<file path="config.mk">
export PLATFORM = sky130hd
export DESIGN_NAME = captura_jogada_flat
export DESIGN_NICKNAME = d
export VERILOG_FILES = /design/src/rtl/captura_jogada_if.sv /design/src/rtl/captura_jogada.sv /design/src/flat_wrapper.sv
export SDC_FILE = /design/constraint.sdc
export NUM_CORES = 1
export LEC_CHECK = 0
export ABC_CLOCK_PERIOD_IN_PS = 2800
export CAP_MARGIN = 20
export CORE_MARGIN = 3
export CORE_UTILIZATION = 54
export DETAILED_ROUTE_END_ITERATION = 12
export PLACE_DENSITY = 0.81
export REMOVE_ABC_BUFFERS = 1
export SYNTH_ARGS = -nofsm -noshare
export SYNTH_HDL_FRONTEND = slang
export SYNTH_SLANG_ARGS = --single-unit
</file>
<file path="constraint.sdc">
create_clock -name clock -period 2.8 [get_ports clock]
set_input_delay 0.42 -clock clock [delete_from_list [all_inputs] [get_ports clock]]
set_output_delay 0.42 -clock clock [all_outputs]
set_load 0.02 [all_outputs]
</file>
<file path="src/rtl/captura_jogada_if.sv">
// Control-side bundle of the play capture block: enable and raw buttons in,
// registered play, status pulses and debug state out.
interface captura_jogada_if #(
  parameter int N = 4
);
  logic         habilita;
  logic [N-1:0] botoes;
  logic [N-1:0] jogada;
  logic         jogada_valida;
  logic         timeout;
  logic         erro_multiplo;
  logic [2:0]   db_estado;

  modport master (
    output habilita, botoes,
    input  jogada, jogada_valida, timeout, erro_multiplo, db_estado
  );

  modport slave (
    input  habilita, botoes,
    output jogada, jogada_valida, timeout, erro_multiplo, db_estado
  );
endinterface

</file>
<file path="src/rtl/captura_jogada.sv">
// Player-input capture: debounces the button vector, enforces a single button
// per play, and reports accepted play, play timeout and multi-button errors.
module captura_jogada #(
  parameter int N        = 4,
  parameter int DEBOUNCE = 3,
  parameter int TIMEOUT  = 5000
) (
  input  logic             clock,
  input  logic             reset,
  captura_jogada_if.slave  bus
);
  localparam int DW = $clog2(DEBOUNCE + 1);
  localparam int TW = $clog2(TIMEOUT + 1);

  typedef enum logic [2:0] {
    INATIVO       = 3'd0,
    ESPERA        = 3'd1,
    ESTABILIZA    = 3'd2,
    REGISTRA      = 3'd3,
    ESPERA_SOLTAR = 3'd4
  } estado_t;

  estado_t       estado, estado_n;
  logic [N-1:0]  cand, cand_n;
  logic [N-1:0]  jog, jog_n;
  logic [DW-1:0] cnt, cnt_n;
  logic [TW-1:0] tcnt, tcnt_n;
  logic          val_q, val_n;
  logic          tmo_q, tmo_n;
  logic          err_q, err_n;

  logic solto, deb_done, tmo_hit;
  assign solto    = (bus.botoes == '0);
  assign deb_done = (cnt == DW'(DEBOUNCE));
  // Registered count lags by one, so hitting TIMEOUT-1 here means this edge is the TIMEOUT-th
  assign tmo_hit  = (tcnt == TW'(TIMEOUT - 1));

  always_comb begin
    estado_n = estado;
    cand_n   = cand;
    cnt_n    = cnt;
    tcnt_n   = tcnt;
    jog_n    = jog;
    val_n    = 1'b0;
    tmo_n    = 1'b0;
    err_n    = 1'b0;
    if (!bus.habilita) begin
      estado_n = INATIVO;
    end else begin
      case (estado)
        INATIVO: estado_n = solto ? ESPERA : ESPERA_SOLTAR;
        ESPERA: begin
          cnt_n  = '0;
          tcnt_n = tcnt + TW'(1);
          if (tmo_hit) begin
            tmo_n    = 1'b1;
            estado_n = INATIVO;
          end else if (!solto) begin
            estado_n = ESTABILIZA;
            cand_n   = bus.botoes;
            cnt_n    = DW'(1);
          end
        end
        ESTABILIZA: begin
          tcnt_n = tcnt + TW'(1);
          // A completed debounce outranks a coincident timeout
          if (deb_done) begin
            if ($onehot(cand)) begin
              estado_n = REGISTRA;
              jog_n    = cand;
              val_n    = 1'b1;
            end else begin
              estado_n = ESPERA_SOLTAR;
              err_n    = 1'b1;
            end
          end else if (tmo_hit) begin
            tmo_n    = 1'b1;
            estado_n = INATIVO;
          end else if (solto) begin
            estado_n = ESPERA;
          end else if (bus.botoes == cand) begin
            cnt_n = cnt + DW'(1);
          end else begin
            cand_n = bus.botoes;
            cnt_n  = DW'(1);
          end
        end
        REGISTRA:      estado_n = ESPERA_SOLTAR;
        ESPERA_SOLTAR: if (solto) estado_n = ESPERA;
        default:       estado_n = INATIVO;
      endcase
    end
    if (estado_n == ESPERA && estado != ESPERA) begin
      tcnt_n = '0;
      cnt_n  = '0;
    end
  end

  always_ff @(posedge clock) begin
    if (reset) begin
      estado <= INATIVO;
      cand   <= '0;
      jog    <= '0;
      cnt    <= '0;
      tcnt   <= '0;
      val_q  <= 1'b0;
      tmo_q  <= 1'b0;
      err_q  <= 1'b0;
    end else begin
      estado <= estado_n;
      cand   <= cand_n;
      jog    <= jog_n;
      cnt    <= cnt_n;
      tcnt   <= tcnt_n;
      val_q  <= val_n;
      tmo_q  <= tmo_n;
      err_q  <= err_n;
    end
  end

  assign bus.jogada        = jog;
  assign bus.jogada_valida = val_q;
  assign bus.timeout       = tmo_q;
  assign bus.erro_multiplo = err_q;
  assign bus.db_estado     = estado;
endmodule

</file>
<file path="src/flat_wrapper.sv">
// flat-port wrapper written by rule: the top's interface ports become plain ports
module captura_jogada_flat 
#(
  parameter int N        = 4,
  parameter int DEBOUNCE = 3,
  parameter int TIMEOUT  = 5000
)
  (clock, reset, bus_habilita, bus_botoes, bus_jogada, bus_jogada_valida, bus_timeout, bus_erro_multiplo, bus_db_estado);
  captura_jogada_if #(.N(N)) bus_i ();
  input  logic clock;
  input  logic reset;
  input wire logic [$bits(bus_i.habilita)-1:0] bus_habilita;
  input wire logic [$bits(bus_i.botoes)-1:0] bus_botoes;
  output wire logic [$bits(bus_i.jogada)-1:0] bus_jogada;
  output wire logic [$bits(bus_i.jogada_valida)-1:0] bus_jogada_valida;
  output wire logic [$bits(bus_i.timeout)-1:0] bus_timeout;
  output wire logic [$bits(bus_i.erro_multiplo)-1:0] bus_erro_multiplo;
  output wire logic [$bits(bus_i.db_estado)-1:0] bus_db_estado;
  assign bus_i.habilita = bus_habilita;
  assign bus_i.botoes = bus_botoes;
  assign bus_jogada = bus_i.jogada;
  assign bus_jogada_valida = bus_i.jogada_valida;
  assign bus_timeout = bus_i.timeout;
  assign bus_erro_multiplo = bus_i.erro_multiplo;
  assign bus_db_estado = bus_i.db_estado;
  captura_jogada #(.N(N), .DEBOUNCE(DEBOUNCE), .TIMEOUT(TIMEOUT)) u_core (.clock(clock), .reset(reset), .bus(bus_i));
endmodule
</file>
==> impl_results.md, run 1 <==
- CP Launch Type: flip-flop
- Vias per Instance: approximately 5.9
- All-Layer GR Usage: between 20% and 30%
- Final Hold Fails: 0
- Crit-path most repeated cell: ha_1
- CP max-delay cell: fa_1
- Post-synth top area cell: dfxtp_1
- Worst VDD drop: a little under 0.5 mV
- Row Count: 18
- Drt pass-1 iters: 4
- CTS Sinks: 29
- Crit path max fanout: 15
- Highest clock rate: 0.3910 GHz
- Fin crit share: approximately nine tenths
- Crit path kind: reg2reg
- Resized cells post-CTS: 0
- Post-Syn Area: around 1500 sq um
- Clock Tree Root: clkbuf_4
- Commonest cells post-synth: dfxtp_1 (29), nor2_1 (29), nand2_1 (10)
- FILL cells: 203
- Hold Startpoint: u_core.tcnt[1]
- Arr. time, crit path: 2.81 ns
- Sequential fraction of the synthesis area: around two fifths
- Slew @ Worst Pin: 0.4832 ns
- Power Density: between 400 and 500 nW/um^2
- CTS H-tree depth: 2
- Yosys warns: 0
- Cells along the critical path: ha_1, ha_1, fa_1, and4bb_2, a22oi_1, o31a_1, o31ai_4, buf_4, a211oi_1
- Final core utilization: 68.34%
- R2R Path Start: u_core.cand[0]
- Status: finished clean
- DIE HEIGHT: between 50 and 60 um
- Worst-path clk slew: roughly 0.1 ns
- ANT cells: 0
- Syn Inst Count: roughly 170
- TNS Setup: 0 ns
- CTS buffer count: 5
- Max-slew headroom: between 60% and 70%
- Critical Path Max Stage Delay: 0.49 ns
- Share of cells above drive strength 1: about 7.6%
- Top cells by area, synth: dfxtp_1 (39%), nor2_1 (7.4%), mux2i_1 (5.4%)
- Die area: 3392 sq um
- Mean post-synth cell area: just under 9 sq um
- Post-route antenna net violation count: 0
- Maximum clock insertion buffer count: 2
- Number of global-route vias before repair: about 1200
- Post-synth top area share: approximately two fifths
- Hold Path Class: reg2reg
- Routed vias: about 1300
- Initial antenna violation count: 0
- Post-synth cell types: 40
- RSZ-0062 raised after global routing: false
- Largest net degree at the start of global routing: 16
- Wire per inst: ~15 um
- GPL Wtd Cong: about 0.9
- Layout area overhead: 18.00%
- PortBufs: 16
- DRC violations left: 0
- Critical Path RT: roughly 3 ns
- Post-DP HPWL: between 2000 and 2500 um
- Starting Density: between 50 and 60%
- DRT iter0 DRCs: 60
- Leak pwr: 0.6883 nW
- Final period demand of the worst path: between 2 and 3 ns
- Max-Cap Viols: 0
- Pins Over Slew Limit: 0
- DRT Wirelength: approximately 3200 um
- Final setup violation count: 0
- Die span in x: between 50 and 60 um
- Critical Path End Type: flip-flop
- Post-synth top flop: dfxtp_1
- EDFF count, synth: 0
- I/O pin count: 17
- Setup Buffers After CTS: 0
- Global-route wire length before repair: between 5000 and 6000 um
- Hold-fix buffers, CTS: 0
- Clock skew: 0.01685 ns
- Layout net count: approximately 200
- CP Launch Point: u_core.cand[0]
- Core area: approximately 2500 sq um
- Clock latency on the worst-skew pair: 0.33 ns
- Fraction of registers with async set/reset: 0%
- CTS tree: yes
- Seq cells post-synth: 29
- Grt ovf: 0
## per-stage QoR
step	cell area (sq um)	hold WS, ns	instances	total power, mW	worst slack (ns)
global route	1739	0.5308	215	0.8391	0.1183
floorplan	1441	0.4488	159	0.4439	0.3795
finish	1739	0.5156	215	0.8119	0.2426
CTS	1739	0.5186	215	0.8190	0.2459
global placement	1654	0.4600	207	0.4652	0.3590
detailed placement	1654	0.5011	207	0.4662	0.2477
## cells in the final DEF (no fill, tap or decap), types with 2 or more instances in the layout
cell type	netlist	layout
nand4_1	3	3
o21ai_0	4	4
a22oi_1	2	2
buf_4	0	2
nor4_1	4	4
nor3b_1	2	2
nor2_1	29	29
and4_1	2	2
ha_1	5	5
mux2i_1	8	8
clkbuf_4	0	5
dfxtp_1	29	29
xor2_1	8	8
nor3_1	6	6
nor4b_1	2	2
a21oi_1	4	4
nand2_1	10	10
and3_1	3	3
xnor2_1	9	9
clkdlybuf4s50_1	0	16
inv_1	5	5
nand3_1	7	7
## final cells by class
| class | instances | area [sq um] | share of cell area [%] |
|---|---|---|---|
| flip-flops and latches | 29 | 580.6 | 33.38 |
| inverters | 5 | 18.77 | 1.079 |
| clock inverters | 1 | 30.03 | 1.727 |
| repair buffers | 18 | 175.2 | 10.07 |
| clock buffers | 7 | 55.05 | 3.165 |
| well taps | 30 | 37.54 | 2.158 |
| multi-input cells | 125 | 842.1 | 48.42 |
## cells by family (layout without fill, tap and decap cells)
group	after synthesis	after routing	share of synthesized area (%)
DFF	29	29	39.39
adders and majority gates	6	6	5.603
xor gates and xnor gates	17	17	10.10
buffers and inverters	11	31	3.480
muxes	9	9	6.197
and+or+nand+nor	75	75	26.15
AOI/OAI and AO/OA	18	18	9.084
## worst max-delay path, delay by kind of cell (launching register included)
family / cells / cell delay, ns
adder cells (fa/ha/maj): 3 / 0.97
AO/OA/AOI/OAI: 4 / 0.63
flip-flops: 1 / 0.42
AND/OR/NAND/NOR: 1 / 0.27
buffers and inverters: 1 / 0.20
## layer usage
layer  GRT usage (%)  part of all wire [%]  vias up  wire [um]
met5               0                     0        -          0
met4           8.940                   2.9        0         91
met3           6.904                   4.5       12        143
li1                -                     -      624          -
met1           23.72                    43      601       1385
met2           34.84                    49       39       1567
## sequential cells by signal, indices dropped and copies added, names as in the netlist
signal and cells:
u_core.cand 4, u_core.bus.jogada_valida 1, u_core.bus.jogada 4, u_core.cnt 2
u_core.tcnt 13, u_core.bus.db_estado 3, u_core.bus.erro_multiplo 1, u_core.bus.timeout 1
## power by group
group | leakage (nW) | internal (mW) | switching [mW] | total (mW)
clock network | 0.0455 | 0.213 | 0.142 | 0.355
registers | 0.234 | 0.414 | 0.00295 | 0.416
logic | 0.409 | 0.0180 | 0.0220 | 0.0400
total | 0.688 | 0.645 | 0.167 | 0.812
## path summary, 6_finish.rpt
path,to,slack (ns),cells past startpoint
worst max-delay path,u_core.cnt[0],0.24,9
worst min-delay path,u_core.tcnt[1],0.52,2
worst max register to register,u_core.cnt[0],0.24,9
worst min register to register,u_core.tcnt[1],0.52,2
Note: power is estimated with default switching activity, not from simulation.
==> run 2, diff against run 1 <==
--- a/config.mk
+++ b/config.mk
@@ -7,9 +7,11 @@
 export LEC_CHECK = 0
 export ABC_CLOCK_PERIOD_IN_PS = 2800
 export CAP_MARGIN = 20
-export CORE_MARGIN = 3
-export CORE_UTILIZATION = 54
+export CELL_PAD_IN_SITES_DETAIL_PLACEMENT = 0
+export CELL_PAD_IN_SITES_GLOBAL_PLACEMENT = 1
+export CORE_UTILIZATION = 41
 export DETAILED_ROUTE_END_ITERATION = 12
+export GPL_TIMING_DRIVEN = 0
 export PLACE_DENSITY = 0.81
 export REMOVE_ABC_BUFFERS = 1
 export SYNTH_ARGS = -nofsm -noshare
==> run 2 against run 1 <==
  * Maximum frequency shrank 0.32%
  * Clock skew shrank 0.0028 ns
  * Critical path depth is the same
  * Cell area shrank 0.29%
  * Die area grew 13%
  * Largest cell class unchanged
  * Total power shrank 13%
  * Critical endpoint unchanged
  * Non-clock buffer count shrank 1
  * Clock-buffer cell count shrank 2
  * Sequential share of layout area grew 0.096 points
  * Sequential power is essentially flat
==> impl_results.md, run 2 (synthesis gave the netlist of run 1 again) <==
- Status: finished clean
- Highest clock rate: ~0.39 GHz
- FF-to-FF path depth: 9
- Hold Startpoint: u_core.tcnt[1]
- DRT iter0 DRCs: between 70 and 80
- Power Density: 408.8 nW/um^2
- Worst VDD drop: ~0.22 mV
- Post-DP HPWL: roughly 2100 um
- Reg2Reg Setup Slack: 0.23 ns
- Wire per inst: 12.55 um
- Grt ovf: 0
- CTS H-tree depth: 2
- GPL Wtd Cong: 0.8497
- Reg2Reg Capture Point: u_core.cnt[0]
- CTS buffer count: 5
- Core area: roughly 3400 sq um
- I/O pin count: 17
- Max reg flops: 13
- Clock Tree Root: clkbuf_4
- Max-Cap Viols: 0
- Critical Path End Type: flip-flop
- Maximum clock insertion buffer count: 2
- Die span in x: 61.96 um
- Pre-CTS setup slack: about 0.052 ns
- Share of cells above drive strength 1: roughly 7.6%
- All-Layer GR Usage: roughly 17%
- Final setup violation count: 0
- Post-Layout Cell Count: 230
- Reg with most FFs: u_core.tcnt
- Final WS setup: about 0.23 ns
- Combinational share of power: around 6%
- DRT Wirelength: between 2000 and 3000 um
- PortBufs: 16
- Arr. time, crit path: between 2 and 3 ns
- Row Count: 21
- Max-slew headroom: approximately three fifths
- Clock skew: between 0.01 and 0.015 ns
- ANT cells: 0
- R2R Path Start: u_core.cand[1]
- Global-route wire length before repair: between 4000 and 5000 um
- CP max-delay cell: dfxtp_1
- Crit path kind: reg2reg
- Slew @ Worst Pin: a little over 0.6 ns
- Clock power share: 35.3%
- Vias per Instance: approximately 5.3
- Crit-path most repeated cell: ha_1
- CP Launch Type: flip-flop
- Crit path max fanout: 15
- Final core utilization: 51.16%
- Pins Over Slew Limit: 0
- Hold Path Class: reg2reg
- Cells along the critical path: ha_1, ha_1, fa_1, and4bb_2, a22oi_1, o31a_1, o31ai_4, buf_12, a211oi_1
- Worst hold stages: 2
- Final instance area: about 1700 sq um
- CTS tree: yes
- Placed cell area: roughly 1700 sq um
- Placed cell count: about 220
- DRC violations left: 0
- Die area: 3838 sq um
- Layout net count: ~200
- Final period demand of the worst path: 2.566 ns
- Clock latency on the worst-skew pair: around 0.33 ns
- Leak pwr: between 0.6 and 0.7 nW
- Critical Path RT: 3.01 ns
- Drt pass-1 iters: 4
- Fin crit share: between 90% and 100%
- TNS Setup: 0 ns
- Most frequent cells in the layout: nor2_1 (29), dfxtp_1 (29), clkdlybuf4s50_1 (16)
- Switching part of the total: 25.55%
- Worst-path clk slew: 0.11 ns
- DIE HEIGHT: 61.96 um
- Number of global-route vias before repair: 1069
- Reg power frac: between 50% and 60%
- P_int: approximately 530 uW
- Critical Path Max Stage Delay: around 0.43 ns
- Hold Path End: u_core.tcnt[1]
- RSZ-0062 raised after global routing: false
- Routed vias: between 1000 and 1500
- Layout area overhead: 17.66%
- Largest net degree at the start of global routing: 16
- Final Hold Fails: 0
- CTS Sinks: 29
- Hold-fix buffers, CTS: 0
- Initial antenna violation count: 0
- Psw: around 180 uW
- Starting Density: a little over two fifths
- Post-route antenna net violation count: 0
==> run 2: layout make-up <==
type | count | area (sq um)
Clock buffer | 5 | 37.54
Clock inverter | 3 | 17.52
Fill cell | 334 | 1655
Inverter | 5 | 18.77
Multi-Input combinational cell | 125 | 842.1
Sequential cell | 29 | 580.6
Tap cell | 46 | 57.56
Timing Repair Buffer | 17 | 180.2
==> run 2: worst max-delay path by stage <==
stage / start / end / slack (ns)
after detailed placement: u_core.cand[1] / u_core.tcnt[11] / 0.05
after global placement: u_core.cand[1] / u_core.cnt[1] / 0.08
after CTS: u_core.cand[1] / u_core.tcnt[11] / 0.02
after global routing: u_core.cand[1] / u_core.cnt[0] / 0.13
after floorplan: u_core.cand[0] / u_core.cnt[1] / 0.38
final: u_core.cand[1] / u_core.cnt[0] / 0.23
==> run 2: layer usage <==
| metal | part of all wire, % | up-vias | wire length [um] | track usage, % |
|---|---|---|---|---|
| met5 | 0 | - | 0 | 0 |
| met2 | 48 | 24 | 1373 | 27.81 |
| met4 | 1.2 | 0 | 36 | 6.667 |
| met3 | 4.0 | 5 | 115 | 5.383 |
| li1 | - | 621 | - | - |
| met1 | 47 | 568 | 1360 | 20.35 |
==> run 2: through the flow <==
step | hold slack, ns | total power [mW]
CTS | 0.4859 | 0.7160
finish | 0.4822 | 0.7090
floorplan | 0.4488 | 0.4439
global placement | 0.4565 | 0.4634
detailed placement | 0.4682 | 0.4643
global route | 0.5082 | 0.7391
==> run 2: what timing repair did <==
| item | CTS | global route |
|---|---|---|
| setup buffers | 0 | 1 |
| setup endpoints to repair | 0 | 15 |
| gates resized for setup | 0 | 0 |
==> run 2: worst max-delay path: cells and delay by family, from the launching register on <==
kind | cells | cell delay [ns]
buffers and inverters | 1 | 0.17
AND/OR/NAND/NOR | 1 | 0.36
flip-flops | 1 | 0.43
AO/OA/AOI/OAI | 4 | 0.58
adder cells (fa/ha/maj) | 3 | 0.90
==> run 2: power groups by stage <==
| stage | combinational (mW) | clock (mW) | sequential, mW |
|---|---|---|---|
| after floorplan | 0.0171 | 0 | 0.427 |
| after global placement | 0.0374 | 0 | 0.426 |
| after detailed placement | 0.0381 | 0 | 0.426 |
| after CTS | 0.0381 | 0.261 | 0.417 |
| after global routing | 0.0453 | 0.277 | 0.417 |
| final | 0.0416 | 0.251 | 0.417 |
==> run 3, diff against run 2 <==
--- a/config.mk
+++ b/config.mk
@@ -9,6 +9,7 @@
 export CAP_MARGIN = 20
 export CELL_PAD_IN_SITES_DETAIL_PLACEMENT = 0
 export CELL_PAD_IN_SITES_GLOBAL_PLACEMENT = 1
+export CORE_MARGIN = 2
 export CORE_UTILIZATION = 41
 export DETAILED_ROUTE_END_ITERATION = 12
 export GPL_TIMING_DRIVEN = 0
==> run 3 against run 2 <==
  * Cell area rose by 1.7%
  * Worst setup slack got worse by 0.016 ns
  * Hold slack got worse by 0.0014 ns
  * Clock power rose by 44%
  * Clock skew rose by 0.0064 ns
  * Routed wire length rose by 1.9%
  * Utilization rose by 0.89 points
  * Non-clock buffer count did not move
  * Global-route usage fell by 1.1 points
  * Flip-flop and latch count did not move
  * Maximum frequency fell by 0.61%
  * Critical path type unchanged
  * Critical endpoint unchanged
  * Largest power group unchanged
==> impl_results.md, run 3 (synthesis gave the netlist of run 1 again) <==
- All-Layer GR Usage: around 16%
- Core area: ~3400 sq um
- GPL Wtd Cong: between 0.8 and 0.9
- Final Hold Fails: 0
- Worst VDD drop: between 0.2 and 0.25 mV
- Layout net count: a little under 200
- Grt ovf: 0
- Critical Path End Type: flip-flop
- Routed vias: between 1000 and 1500
- Die span in x: 63.96 um
- Post-route antenna net violation count: 0
- Crit-path most repeated cell: ha_1
- Fin crit share: 92.19%
- Clock latency on the worst-skew pair: about 0.33 ns
- Pins Over Slew Limit: 0
- Buffers and inverters on the worst path: 1
- CP Launch Type: flip-flop
- Critical Path Max Stage Delay: between 0.4 and 0.5 ns
- Arr. time, crit path: approximately 2.8 ns
- ANT cells: 0
- DRT Wirelength: ~2900 um
- Die area: ~4100 sq um
- Status: finished clean
- Clock Tree Root: clkbuf_4
- Share of cells above drive strength 1: roughly 7%
- Number of global-route vias before repair: around 1200
- PortBufs: 16
- Initial antenna violation count: 0
- Final setup violation count: 0
- Leak pwr: 0.6872 nW
- CTS buffer count: 5
- CTS tree: yes
- Starting Density: ~43%
- Clock skew: 0.02053 ns
- Post-Layout Cell Count: 230
- Global-route wire length before repair: between 5000 and 6000 um
- I/O pin count: 17
- DRC violations left: 0
- CTS Sinks: 29
- Layout area overhead: 19.69%
- Worst hold slack: just under 0.5 ns
- Worst path top cell family by delay: adder cells
- Largest net degree at the start of global routing: 16
- Drt pass-1 iters: 4
- Hold-fix buffers, CTS: 0
- Max-Cap Viols: 0
- FILL cells: roughly 330
- Maximum clock insertion buffer count: 2
- Highest clock rate: 0.3874 GHz
- Post-DP HPWL: 2179 um
- Placed cell count: approximately 220
- Final period demand of the worst path: ~2.6 ns
- Critical Path RT: between 2 and 3 ns
- CTS H-tree depth: 2
- CP max-delay cell: fa_1
- Row Count: 21
- Worst-path clk slew: between 0.1 and 0.15 ns
- Hold Path Class: reg2reg
- Slew @ Worst Pin: 0.5448 ns
- DIE HEIGHT: around 64 um
- Crit path kind: reg2reg
- Crit path max fanout: 15
- Most frequent cells in the layout: nor2_1 (29), dfxtp_1 (29), clkdlybuf4s50_1 (16)
- Vias per Instance: 5.300
- RSZ-0062 raised after global routing: false
- Max-slew headroom: 63.34%
- Cells along the critical path: ha_1, ha_1, fa_1, and4bb_2, a22oi_1, o31a_1, o31ai_4, buf_12, a211oi_1
- DRT iter0 DRCs: 40
- Power Density: around 460 nW/um^2
- Max reg flops: 13
- Reg with most FFs: u_core.tcnt
- TNS Setup: 0 ns
- Wire per inst: 12.78 um
## run 3: cell count changes in the layout (fill, tap and decap cells not counted)
cell / previous run / this run
clkbuf_1: 0 / 1
clkinv_2: 2 / 0
bufinv_16: 0 / 1
clkinvlp_4: 1 / 0
clkbuf_8: 0 / 1
## run 3: worst register-to-register path, delay by kind of cell (launching register included)
family                   cells  cell delay [ns]
AO/OA/AOI/OAI                4             0.57
adder cells (fa/ha/maj)      3             0.91
buffers and inverters        1             0.17
flip-flops                   1             0.43
AND/OR/NAND/NOR              1             0.36
## run 3: per-stage QoR
step                      setup WS, ns  power [mW]  instance area (sq um)  util [%]
after floorplan                 0.3795      0.4439                   1441         -
after global placement         0.07644      0.4634                   1659     48.95
after detailed placement       0.06351      0.4642                   1659     48.95
after CTS                      0.01289      0.8231                   1744     51.46
after global routing            0.1426      0.8490                   1764     52.05
final                           0.2186      0.8192                   1764     52.05
## run 3: per-layer routing
metal	global-route usage, %	part of all wire (%)	vias up
met4	7.065	1.7	0
li1	-	-	615
met5	0	0	-
met3	4.754	4.9	5
met1	19.63	46	570
met2	25.13	47	29
## run 3: area by class of cell
type                       count  area [sq um]  share of cell area [%]
clock buffer                   7         55.05                   3.121
clock inverter                 1         30.03                   1.702
inverter                       5         18.77                   1.064
multi-input combinational    125         842.1                   47.73
sequential                    29         580.6                   32.91
tap                           46         57.56                   3.262
timing repair buffer          17         180.2                   10.21
## run 3: report_power, final
| group | total (mW) | leakage (nW) | switching [mW] | internal (mW) |
|---|---|---|---|---|
| clock network | 0.361 | 0.0455 | 0.147 | 0.213 |
| registers | 0.417 | 0.234 | 0.00307 | 0.414 |
| logic | 0.0418 | 0.408 | 0.0222 | 0.0196 |
## run 3: worst paths after layout
kind / start / to / cells after the start / slack (ns)
worst max-delay path: u_core.cand[0] / u_core.cnt[0] / 9 / 0.22
worst min-delay path: u_core.tcnt[1] / u_core.tcnt[1] / 2 / 0.48
worst max register to register: u_core.cand[0] / u_core.cnt[0] / 9 / 0.22
worst min register to register: u_core.tcnt[1] / u_core.tcnt[1] / 2 / 0.48
## run 3: timing repair
item / CTS / global route
endpoints found under the hold margin: 0 / 0
resized for setup: 0 / 0
setup buffers: 0 / 1
endpoints found under the setup margin: 0 / 15
